`src/rtl/amp_i2c_bus_monitor.sv`:
```
// amp_i2c_bus_monitor: passive observer of the amp configuration I2C bus.
// Decodes START/STOP, data bytes and ACK slots; keeps counters and sticky errors.
// Optional feature macro: AMP_I2C_MON_CAPTURE_EN (last four bytes capture).
module amp_i2c_bus_monitor #(
  parameter int unsigned SYNC_STAGES = 2,
  parameter logic [15:0] BUS_TIMEOUT = 16'd65535
) (
  input  logic        clk,
  input  logic        resetb,
  input  logic        scl,
  input  logic        sdao,
  input  logic        sdai,
  input  logic        clr_err,
  output logic        busy,
  output logic        start_det,
  output logic        stop_det,
  output logic        byte_valid,
  output logic [7:0]  byte_data,
  output logic        byte_ack,
  output logic [3:0]  byte_idx,
  output logic [7:0]  xfer_cnt,
  output logic [7:0]  nack_cnt,
  output logic        err_nack,
  output logic        err_frame,
  output logic        err_timeout,
  output logic [31:0] last_bytes
);

  localparam int unsigned BIT_W = 4;
  localparam int unsigned TMO_W = 16;
  localparam logic [TMO_W-1:0] TMO_LAST = BUS_TIMEOUT - 16'd1;

  typedef enum logic {IDLE, ACTIVE} state_t;

  state_t             state, state_nxt;
  logic [SYNC_STAGES-1:0] scl_sync, sdao_sync, sdai_sync;
  logic               scl_s, sda_s, scl_d, sda_d;
  logic               start_c, stop_c, scl_rise, scl_fall;
  logic               go_start, go_stop, shift_en, byte_done, frame_set, tmo_fire;
  logic [BIT_W-1:0]   bit_cnt;
  logic               pend;
  logic [3:0]         idx_cnt;
  logic [7:0]         shreg;
  logic [TMO_W-1:0]   tmo_cnt;

  // Input synchronizers and edge-detect registers; idle-high so reset cannot fake a START
  always_ff @(posedge clk) begin
    if (!resetb) begin
      scl_sync  <= '1;
      sdao_sync <= '1;
      sdai_sync <= '1;
      scl_d     <= 1'b1;
      sda_d     <= 1'b1;
    end else begin
      scl_sync  <= {scl_sync[SYNC_STAGES-2:0], scl};
      sdao_sync <= {sdao_sync[SYNC_STAGES-2:0], sdao};
      sdai_sync <= {sdai_sync[SYNC_STAGES-2:0], sdai};
      scl_d     <= scl_s;
      sda_d     <= sda_s;
    end
  end

  assign scl_s    = scl_sync[SYNC_STAGES-1];
  assign sda_s    = sdao_sync[SYNC_STAGES-1] & sdai_sync[SYNC_STAGES-1];
  assign start_c  = sda_d & ~sda_s & scl_s;
  assign stop_c   = ~sda_d & sda_s & scl_s;
  assign scl_rise = ~scl_d & scl_s;
  assign scl_fall = scl_d & ~scl_s;

  // State register
  always_ff @(posedge clk) begin
    if (!resetb) state <= IDLE;
    else         state <= state_nxt;
  end

  // Next state and per-cycle event strobes. A START/STOP always lands in an scl-high
  // phase whose rising edge already counted a bit (pend); that bit is not a framing loss.
  always_comb begin
    state_nxt = state;
    go_start  = 1'b0;
    go_stop   = 1'b0;
    shift_en  = 1'b0;
    byte_done = 1'b0;
    frame_set = 1'b0;
    tmo_fire  = 1'b0;
    unique case (state)
      IDLE: begin
        if (start_c) begin
          state_nxt = ACTIVE;
          go_start  = 1'b1;
        end
      end
      ACTIVE: begin
        if (start_c) begin
          go_start  = 1'b1;
          frame_set = (bit_cnt != {3'b000, pend});
        end else if (stop_c) begin
          state_nxt = IDLE;
          go_stop   = 1'b1;
          frame_set = (bit_cnt != {3'b000, pend});
        end else if (scl_rise) begin
          if (bit_cnt == 4'd8) byte_done = 1'b1;
          else                 shift_en  = 1'b1;
        end else if (!scl_fall && (tmo_cnt >= TMO_LAST)) begin
          tmo_fire  = 1'b1;
          state_nxt = IDLE;
        end
      end
      default: state_nxt = IDLE;
    endcase
  end

  // Bus-idle timer: reloads on START and on every scl edge while active
  always_ff @(posedge clk) begin
    if (!resetb)                           tmo_cnt <= '0;
    else if (state_nxt != ACTIVE)          tmo_cnt <= '0;
    else if (go_start || scl_rise || scl_fall) tmo_cnt <= 16'd1;
    else                                   tmo_cnt <= tmo_cnt + 16'd1;
  end

  // Byte assembly, event pulses, counters and sticky flags; a set/increment beats clr_err
  always_ff @(posedge clk) begin
    if (!resetb) begin
      busy <= 1'b0; start_det <= 1'b0; stop_det <= 1'b0; byte_valid <= 1'b0;
      byte_data <= '0; byte_ack <= 1'b0; byte_idx <= '0;
      xfer_cnt <= '0; nack_cnt <= '0;
      err_nack <= 1'b0; err_frame <= 1'b0; err_timeout <= 1'b0;
      bit_cnt <= '0; pend <= 1'b0; idx_cnt <= '0; shreg <= '0;
    end else begin
      busy       <= (state_nxt == ACTIVE);
      start_det  <= go_start;
      stop_det   <= go_stop;
      byte_valid <= byte_done;
      if (clr_err) begin
        err_nack <= 1'b0; err_frame <= 1'b0; err_timeout <= 1'b0;
        xfer_cnt <= '0; nack_cnt <= '0;
      end
      if (go_start) begin
        bit_cnt <= '0; pend <= 1'b0; idx_cnt <= '0; byte_idx <= '0;
      end else if (go_stop) begin
        bit_cnt  <= '0;
        pend     <= 1'b0;
        xfer_cnt <= clr_err ? 8'd1 : xfer_cnt + 8'd1;
      end else if (shift_en) begin
        shreg   <= {shreg[6:0], sda_s};
        bit_cnt <= bit_cnt + 4'd1;
        pend    <= 1'b1;
      end else if (byte_done) begin
        byte_data <= shreg;
        byte_ack  <= ~sda_s;
        byte_idx  <= idx_cnt;
        if (idx_cnt != 4'd15) idx_cnt <= idx_cnt + 4'd1;
        bit_cnt   <= '0;
        if (sda_s) begin
          err_nack <= 1'b1;
          if (clr_err)                nack_cnt <= 8'd1;
          else if (nack_cnt != 8'hFF) nack_cnt <= nack_cnt + 8'd1;
        end
      end else if (scl_fall) begin
        pend <= 1'b0;
      end
      if (frame_set) err_frame   <= 1'b1;
      if (tmo_fire)  err_timeout <= 1'b1;
    end
  end

`ifdef AMP_I2C_MON_CAPTURE_EN
  // Last four bytes of the current or most recent transaction
  always_ff @(posedge clk) begin
    if (!resetb)        last_bytes <= '0;
    else if (go_start)  last_bytes <= '0;
    else if (byte_done) last_bytes <= {last_bytes[23:0], shreg};
  end
`else
  assign last_bytes = 32'h0;
`endif

endmodule

```
`config.mk`:
```
export PLATFORM = sky130hd
export DESIGN_NAME = amp_i2c_bus_monitor
export DESIGN_NICKNAME = d
export VERILOG_FILES = /design/src/rtl/amp_i2c_bus_monitor.sv
export SDC_FILE = /design/constraint.sdc
export NUM_CORES = 1
export LEC_CHECK = 0
export ABC_AREA = 0
export ABC_CLOCK_PERIOD_IN_PS = 2180
export CORE_MARGIN = 2
export CORE_UTILIZATION = 51
export DETAILED_ROUTE_END_ITERATION = 7
export PLACE_DENSITY = 0.8
export SLEW_MARGIN = 20
export SYNTH_ARGS = -nofsm -noshare
export SYNTH_HDL_FRONTEND = slang
export SYNTH_SLANG_ARGS = --single-unit
```
`constraint.sdc`:
```
create_clock -name clk -period 2.18 [get_ports clk]
set_clock_uncertainty 0.05 [all_clocks]
set_input_delay 0.436 -clock clk [delete_from_list [all_inputs] [get_ports clk]]
set_output_delay 0.436 -clock clk [all_outputs]
set_load 0.02 [all_outputs]
```
### After elaboration in Yosys (flattened, before gate mapping)

Cells that the tools add are included.

* register bits: 77
* latch bits: 0
* bits in writable memories: 0
* bits in read-only memories: 0
* bits of input ports: 6
* output and inout port bits: 68
* logic and storage cells: 122
* memories: 0

* add/sub/neg operators: 5
* multiply operators: 0
* divide/modulo/power cells: 0
* order comparisons: 1
* equality and inequality tests: 5
* shift-type cells: 0
* muxes and demuxes: 54
* bitwise logic cells: 17
* reductions and logical operators: 17

Operator list (count)
* 8-bit 2-to-1 mux: 12
* 1-bit 2-to-1 mux: 39
* 16-bit by 1-bit adder with 16-bit output, second input constant: 1
* 8-bit by 1-bit adder with 8-bit output, second input constant: 2
* 16-bit >= comparator, second input constant: 1
* 1-bit NOT: 10
* 4-bit by 1-bit adder with 4-bit output, second input constant: 2
* 4-bit 2-to-1 mux: 2
* 8-bit != test, second input constant: 1
* 4-bit AND reduction: 2
* 2-bit nonzero test: 4
* 1-bit AND: 7
* 3-bit AND reduction: 2
* 3-bit OR reduction: 2
* 4-bit equality test, second input constant: 1
* 4-bit by 1-bit != test with 1-bit output: 1
* 4-bit != test, second input constant: 1
* 2-bit AND reduction: 2
* 1-bit logical OR: 2
* 2-bit != test, second input constant: 1
* 1-bit case mux with 2 select lines: 1
* 2-bit OR reduction: 1
* 1-bit logical AND: 1
* 1-bit zero test: 1

### Logic depth before layout (Yosys ltp)

Gate-level depths: netlist of the first run.

* word-level depth: 11
* depth in mapped cells: 8

### Worst setup path after synthesis of the first run

OpenSTA, ideal clock, no wires.

* path type: register -> register
* start: reg bit_cnt[0]
* end: reg nack_cnt[4]
* library setup time: 0.071 ns
* arrival time: 1.888 ns
* setup slack: 0.172 ns
* stages on the path, launching flop included: 8
* buffers on the path: 1
* period minus slack after synthesis: 2.008 ns
* cells stage by stage: dfxtp_1 > inv_1 > ha_1 > nand3b_1 > or3_1 > clkbuf_1 > or4_1 > a21oi_1

* cells in the longest elaborated chain, start to end: 10
* elaborated cells on any way between the ends: 15

RTL lines
* start: declaration: RTL line 40 `logic [BIT_W-1:0] bit_cnt;`
* start signal: assignment: RTL line 146 `bit_cnt <= bit_cnt + 4'd1;`
* 4-bit equality test *: RTL line 102 `if (bit_cnt == 4'd8) byte_done = 1'b1;`
* 1-bit 2-to-1 mux: RTL line 102
* 1-bit 2-to-1 mux: RTL line 101 `end else if (scl_rise) begin`
* 1-bit 2-to-1 mux: RTL line 97 `end else if (stop_c) begin`
* 1-bit 2-to-1 mux: RTL line 94 `if (start_c) begin`
* 1-bit 2-to-1 mux: RTL line 86 `unique case (state)`
* 8-bit 2-to-1 mux: RTL line 148 `end else if (byte_done) begin`
* 8-bit 2-to-1 mux *: RTL line 144 `end else if (shift_en) begin`
* 8-bit 2-to-1 mux *: RTL line 140 `end else if (go_stop) begin`
* 8-bit 2-to-1 mux *: RTL line 138 `if (go_start) begin`
* end signal: assignment: RTL line 157 `else if (nack_cnt != 8'hFF) nack_cnt <= nack_cnt + 8'd1;`
* end: declaration: RTL line 22 `output logic [7:0] nack_cnt,`

Mark *: on every way between the ends. The rest lies on a longest branch, timed or not.
A chain may end at the register's enable or synchronous reset.

### Worst setup path in the final report of the first run

* start: reg bit_cnt[0]
* end: reg nack_cnt[3]

The elaborated chain is that of the path after synthesis.

==> flow_metrics.tcl, run 1 <==
set metrics [dict create \
    status "finished clean" \
    power_frac_seq_pct 55.7 \
    numCtsBuffers 9 \
    grt_pass1_vias 2655 \
    crit_start "bit_cnt[0]" \
    clk_path_buf_depth 2 \
    synth_edf_count 0 \
    via_per_inst 5.40 \
    maxSlewHeadroom_pct 48.1 \
    ys_ff_latch 77 \
    initial_core_util_pct 52.3 \
    ir_drop_uv 397 \
    synth.distinct_cells 53 \
    grt_first_pass_wirelength_um 12000 \
    die-area_sq_um 7570 \
    grt_usage_pct 20.3 \
    ant_nets 0 \
    r2r-end "nack_cnt[3]" \
    die_x_um 87.0 \
    dp_hpwl_um 5120 \
    core_region_area_sq_um 6720 \
    fin_cells 539 \
    worst_pin_slew_ns 0.773 \
    setup.worst_path.end_class "flip-flop" \
    crit_type "flip-flop to flip-flop" \
    final_max_slew_viol_count 0 \
    ys_seq_area_share_pct 43.9 \
    min_path_type "flip-flop to flip-flop" \
    avgRoutedWirePerCell_um 13.1 \
    drcViolationCount 0 \
    gr-total-overflow 0 \
    synth_compound_area_share_pct 11.0 \
    fp.dieH_um 87.0 \
    p_switching_mw 0.628 \
    yosysWarningCount 0 \
    p_clk_share_pct 38.0 \
    p_int_mw 1.93 \
    place_congestion 0.815 \
    timing.hold.ws_ns 0.363 \
    hold_violations 0 \
    cts_tree "built" \
    ff2ff_setup_slack_ns 0.18 \
    synth_most_common_cell "dfxtp_1" \
    path_cells "inv_1, ha_1, nand3b_1, or3_1, or4_1, a21oi_1" \
    numClockSinks 77 \
    synth_top_area_cell "dfxtp_1" \
    critPathSlowestCell "or4_1" \
    critPathLaunchType "flip-flop" \
    synth_top_family_by_area "simple AND/OR/NAND/NOR gates" \
    power_density_nw_per_um2 618 \
    worst_ep_arrival_time_ns 2.24 \
    drtIter0Drc 170 \
    syn_avg_cell_area_sq_um 8.74 \
    diodes 0 \
    cts.reportedPaths.clkPinSlew_ns 0.08 \
    grt_max_degree 25 \
    post_cts_buffers 0 \
    yosys.area_share.simple_pct 25.4 \
    dp.cells 523 \
    vias 2910 \
    io_buffers 41 \
    worstRegToRegCells 6 \
    combPwrFrac_pct 6.3 \
    ys.flop_type "dfxtp_1" \
    cp_max_fo 6 \
    post-route-period-util_pct 91.7 \
    synth_xor_area_share_pct 4.24 \
    hold_depth 1 \
    path_buf_inv 1 \
    holdPathEnd "sdao_sync[1]" \
    drive_gt1_share_pct 9.15 \
    required_ns 2.42 \
    tns_ns 0 \
    period_needed_ns 2.00 \
    root_buffer "clkbuf_8" \
    cts_max_level 3 \
    cts_resized 0 \
    netSwitchingFraction_pct 24.5 \
    rows 30 \
    ctsHoldBuffers 0 \
    synthMuxAreaShare_pct 2.85 \
    yosys.area.top_type_share_pct 43.9 \
    synthesis.area_sq_um 3510 \
    power_leakage_nw 1.47 \
    max_clock_freq_ghz 0.500 \
    antenna_found_initial 0 \
    rsz0062_at_grt "no" \
    insertion_delay_ns 0.36 \
    reg2reg_from "bit_cnt[0]" \
    hold_start "sdao_sync[0]" \
    synth_common_cells "dfxtp_1 (77), nand2_1 (48), buf_4 (32), a21oi_1 (28), nor2_1 (25)" \
    syn_to_final_growth_pct 17.8 \
    io_pins 74 \
    ys_async_sr_fraction_pct 0 \
    synthCells 402 \
    synth-adder-area-share_pct 2.49 \
    critical_path.top_delay_family "simple AND/OR/NAND/NOR gates" \
    cpPeakStageDelay_ns 0.54 \
    drt_pass1_iterations 4 \
    drv_cap 0 \
    wirelength_um 7090 \
    netlist_top_cells_area "dfxtp_1 (44%), buf_4 (6.8%), nand2_1 (5.1%), a21oi_1 (4.0%), nor3_1 (3.4%)" \
    finalNetCount 467 \
    setup_viol 0 \
]
==> flip-flops by register name, summed over array words and instances, names as in the netlist <==
signal	flops
nack_cnt	8
tmo_cnt	16
sdao_sync	2
busy	1
scl_d	1
err_nack	1
shreg	8
pend	1
byte_ack	1
idx_cnt	4
scl_sync	2
start_det	1
err_frame	1
stop_det	1
err_timeout	1
sdai_sync	2
byte_data	8
byte_idx	4
xfer_cnt	8
byte_valid	1
bit_cnt	4
sda_d	1
==> worst max path at each step <==
| stage | to | slack (ns) | cells after the start |
|---|---|---|---|
| 5_1_grt | nack_cnt[4] | 0.05 | 6 |
| 6_report | nack_cnt[3] | 0.18 | 6 |
| 3_5_place_dp | tmo_cnt[0] | 0.18 | 7 |
| 3_3_place_gp | nack_cnt[5] | 0.28 | 6 |
| 4_1_cts | busy | 0.17 | 2 |
| 2_1_floorplan | nack_cnt[4] | 0.17 | 7 |
==> cell families (layout without fill, tap and decap cells) <==
family / count (synthesis) / after routing
simple gates: 171 / 171
flops: 77 / 77
compound gates: 61 / 61
buf+inv: 58 / 84
xor+xnor: 17 / 17
mux: 10 / 10
fa+ha+maj: 7 / 7
other cells: 1 / 32
==> through the flow <==
stage | util (%) | power (mW) | instance area (sq um) | worst slack, ns
CTS | 61.6 | 2.59 | 4140 | 0.172
finish | 61.6 | 2.56 | 4140 | 0.180
floorplan | - | 1.61 | 3630 | 0.172
detailed placement | 59.0 | 1.62 | 3960 | 0.175
global route | 61.6 | 2.65 | 4140 | 0.0524
global placement | 59.0 | 1.62 | 3960 | 0.276
==> per-layer routing <==
layer  vias up  global-route usage, %  share of wire [%]
met5         -                      0                  0
met4         0                   10.4                2.0
met3        11                   4.64                4.1
met2        69                   33.3                 49
met1      1378                   24.9                 44
li1       1452                      -                  -
==> power groups by stage <==
stage	Clock (mW)	Sequential, mW	Combinational [mW]
5_1_grt	1.05	1.43	0.179
2_1_floorplan	0	1.46	0.155
6_report	0.974	1.43	0.161
3_3_place_gp	0	1.46	0.158
4_1_cts	0.999	1.43	0.161
3_5_place_dp	0	1.46	0.160
==> area by class of cell <==
class	count	area, sq um
clock buffers	12	155
well taps	80	100
flip-flops and latches	77	1540
fillers	571	2580
multi-input cells	298	1740
inverters	9	33.8
clock inverters	4	22.5
repair buffers	59	546
==> placed cells by master (no fill, tap or decap), drive strengths merged, types with 5 or more instances in the layout <==
cell / netlist / routed
xnor2: 6 / 6
nand2: 48 / 48
a21oi: 28 / 28
conb: 1 / 32
nor3: 24 / 24
nand4: 8 / 8
nand2b: 13 / 13
ha: 7 / 7
dfxtp: 77 / 77
nand3: 15 / 15
clkdlybuf4s50: 0 / 41
mux2i: 10 / 10
buf: 35 / 18
inv: 8 / 8
xor2: 11 / 11
nor2: 25 / 25
or4: 5 / 5
clkbuf: 14 / 12
o21ai: 9 / 9
nor4: 7 / 7
==> worst register-to-register path: stages, from the launching register on <==
cell      delay, ns
dfxtp_1        0.36
inv_1          0.12
ha_1           0.17
nand3b_1       0.09
or3_1          0.45
or4_1          0.55
a21oi_1        0.15
(Power assumes the default switching activity.)
==> run 2: changes to the inputs <==
--- a/config.mk
+++ b/config.mk
@@ -6,7 +6,6 @@
 export NUM_CORES = 1
 export LEC_CHECK = 0
 export ABC_AREA = 0
-export ABC_CLOCK_PERIOD_IN_PS = 2180
 export CORE_MARGIN = 2
 export CORE_UTILIZATION = 51
 export DETAILED_ROUTE_END_ITERATION = 7
==> results of run 2 <==
Same layout as run 1: the final DEF is identical, and so are final timing and power.
==> run 3: changes to the inputs <==
--- a/config.mk
+++ b/config.mk
@@ -7,9 +7,9 @@
 export LEC_CHECK = 0
 export ABC_AREA = 0
 export CORE_MARGIN = 2
-export CORE_UTILIZATION = 51
+export CORE_UTILIZATION = 46
 export DETAILED_ROUTE_END_ITERATION = 7
-export PLACE_DENSITY = 0.8
+export PLACE_DENSITY = 0.76
 export SLEW_MARGIN = 20
 export SYNTH_ARGS = -nofsm -noshare
 export SYNTH_HDL_FRONTEND = slang
==> constraint.sdc (replaced) <==
create_clock -name clk -period 1.7 [get_ports clk]
set_clock_uncertainty 0.05 [all_clocks]
set_input_delay 0.34 -clock clk [delete_from_list [all_inputs] [get_ports clk]]
set_output_delay 0.34 -clock clk [all_outputs]
set_load 0.02 [all_outputs]
==> flow_metrics.tcl, run 3 (synthesis results as in run 1) <==
set metrics [dict create \
    critPathSlowestCell "or3b_1" \
    top_register "tmo_cnt" \
    dp.cells 573 \
    post-route-util_pct 66.6 \
    rows 31 \
    syn_to_final_growth_pct 38.9 \
    hold_violations 0 \
    largest_register_ffs 16 \
    grt_usage_pct 19.2 \
    setup_viol 31 \
    worst_pin_slew_ns 0.552 \
    drive_gt1_share_pct 29.3 \
    final_common_cell "dfxtp_1" \
    hold_start "scl_sync[0]" \
    core_region_area_sq_um 7330 \
    layout_common_cells "dfxtp_1 (67), buf_4 (50), nand2_1 (37), conb_1 (32), nor2_1 (24)" \
    placed_area_sq_um 4260 \
    post-route-period-util_pct 103 \
    fin_cells 600 \
    reg2reg_from "scl_d" \
    status "finished with violations" \
    via_per_inst 5.17 \
    setup_slack_ns -0.0562 \
    path_cells "nand3b_1, buf_4, or3_4, or3b_1, a21oi_1" \
    antenna_found_initial 0 \
    fp.dieH_um 91.4 \
    numCtsBuffers 9 \
    max_clock_freq_ghz 0.569 \
    tns_ns -0.583 \
    power_density_nw_per_um2 749 \
    io_pins 74 \
    multiInputGateArea_sq_um 2020 \
    drv_cap 0 \
    die_x_um 91.4 \
    die-area_sq_um 8360 \
    cts_max_level 3 \
    cpPeakStageDelay_ns 0.38 \
    maxSlewHeadroom_pct 63.0 \
    worst_ep_arrival_time_ns 1.97 \
    critPathLaunchType "flip-flop" \
    grt_max_degree 25 \
    register_area_sq_um 1560 \
    clk_path_buf_depth 2 \
    setup.worst_path.end_class "flip-flop" \
    rsz0062_at_grt "yes" \
    root_buffer "clkbuf_8" \
    initial_core_util_pct 47.9 \
    pre_cts_slack_ns -0.145 \
    diodes 0 \
    drcViolationCount 0 \
    numClockSinks 77 \
    finalNetCount 509 \
    min_path_type "flip-flop to flip-flop" \
    gr-total-overflow 0 \
    insertion_delay_ns 0.35 \
    grt_first_pass_wirelength_um 12900 \
    required_ns 1.91 \
    design_area_sq_um 4880 \
    power_leakage_nw 2.05 \
    crit_start "scl_d" \
    place_congestion 0.837 \
    dp_hpwl_um 5520 \
    period_needed_ns 1.76 \
    avgRoutedWirePerCell_um 13.8 \
    ant_nets 0 \
    cp_max_fo 4 \
    drtIter0Drc 156 \
    fillers 550 \
    violations "setup timing" \
    cts_tree "built" \
    vias 3104 \
    cts.reportedPaths.clkPinSlew_ns 0.08 \
    crit_type "flip-flop to flip-flop" \
    ir_drop_uv 364 \
    grt_pass1_vias 2793 \
    final_max_slew_viol_count 0 \
    drt_pass1_iterations 4 \
    wirelength_um 8280 \
    io_buffers 41 \
]
run 3: cell count changes in the layout (fill, tap and decap cells not counted), moves of 7 or more:
cell / previous run / this run
buf_4: 18 / 50
clkdlybuf4s50_1: 41 / 9
a21oi_2: 0 / 9
a21oi_1: 28 / 19
dfxtp_2: 0 / 7
nor3_1: 24 / 8
dlygate4sd2_1: 0 / 23
nand2_2: 0 / 8
nor3_2: 0 / 16
dlymetal6s2s_1: 0 / 9
dfxtp_1: 77 / 67
nand2_1: 48 / 37
buf_6: 0 / 7
run 3: final timing paths:
kind / end / slack, ns / cells past startpoint
worst min-delay path: scl_sync[1] / 0.36 / 1
worst max register to register: bit_cnt[1] / -0.06 / 5
worst max-delay path: bit_cnt[1] / -0.06 / 5
worst min register to register: scl_sync[1] / 0.36 / 1
run 3: repair_timing:
item	4_1_cts	5_1_grt
setup buffers	2	6
hold buffers	0	0
setup endpoints to repair	33	63
gates resized for setup	30	84
pin swaps	3	20
cloned	0	3
run 3: power breakdown:
part	internal [mW]	switching [mW]	total [mW]
clock	0.909	0.664	1.57
combinational	0.0877	0.170	0.258
sequential	1.81	0.0100	1.82
total	2.81	0.844	3.66
run 3: area by class of cell:
cell class              instances  share of cell area (%)
flip-flops and latches         77                    32.0
well taps                      99                    2.54
clock inverters                 3                    1.38
clock buffers                  13                    3.25
repair buffers                101                    18.8
multi-input cells             298                    41.4
inverters                       9                   0.692
run 3: stage by stage:
stage | total power, mW | hold slack (ns)
6_report | 3.66 | 0.358
4_1_cts | 3.66 | 0.359
3_3_place_gp | 2.10 | 0.342
5_1_grt | 3.78 | 0.389
2_1_floorplan | 2.07 | 0.336
3_5_place_dp | 2.11 | 0.341
run 3: layer usage:
layer,wire (um),up-vias,GRT usage [%]
met4,170,0,9.47
met1,3690,1470,24.0
met5,0,-,0
li1,-,1536,-
met2,4080,84,31.7
met3,341,14,3.57
run 3: critical path: cells and delay by family (launching register included):
family / cells / cell delay (ns)
compound gates: 1 / 0.16
buf+inv: 1 / 0.20
flops: 1 / 0.32
simple gates: 3 / 0.94
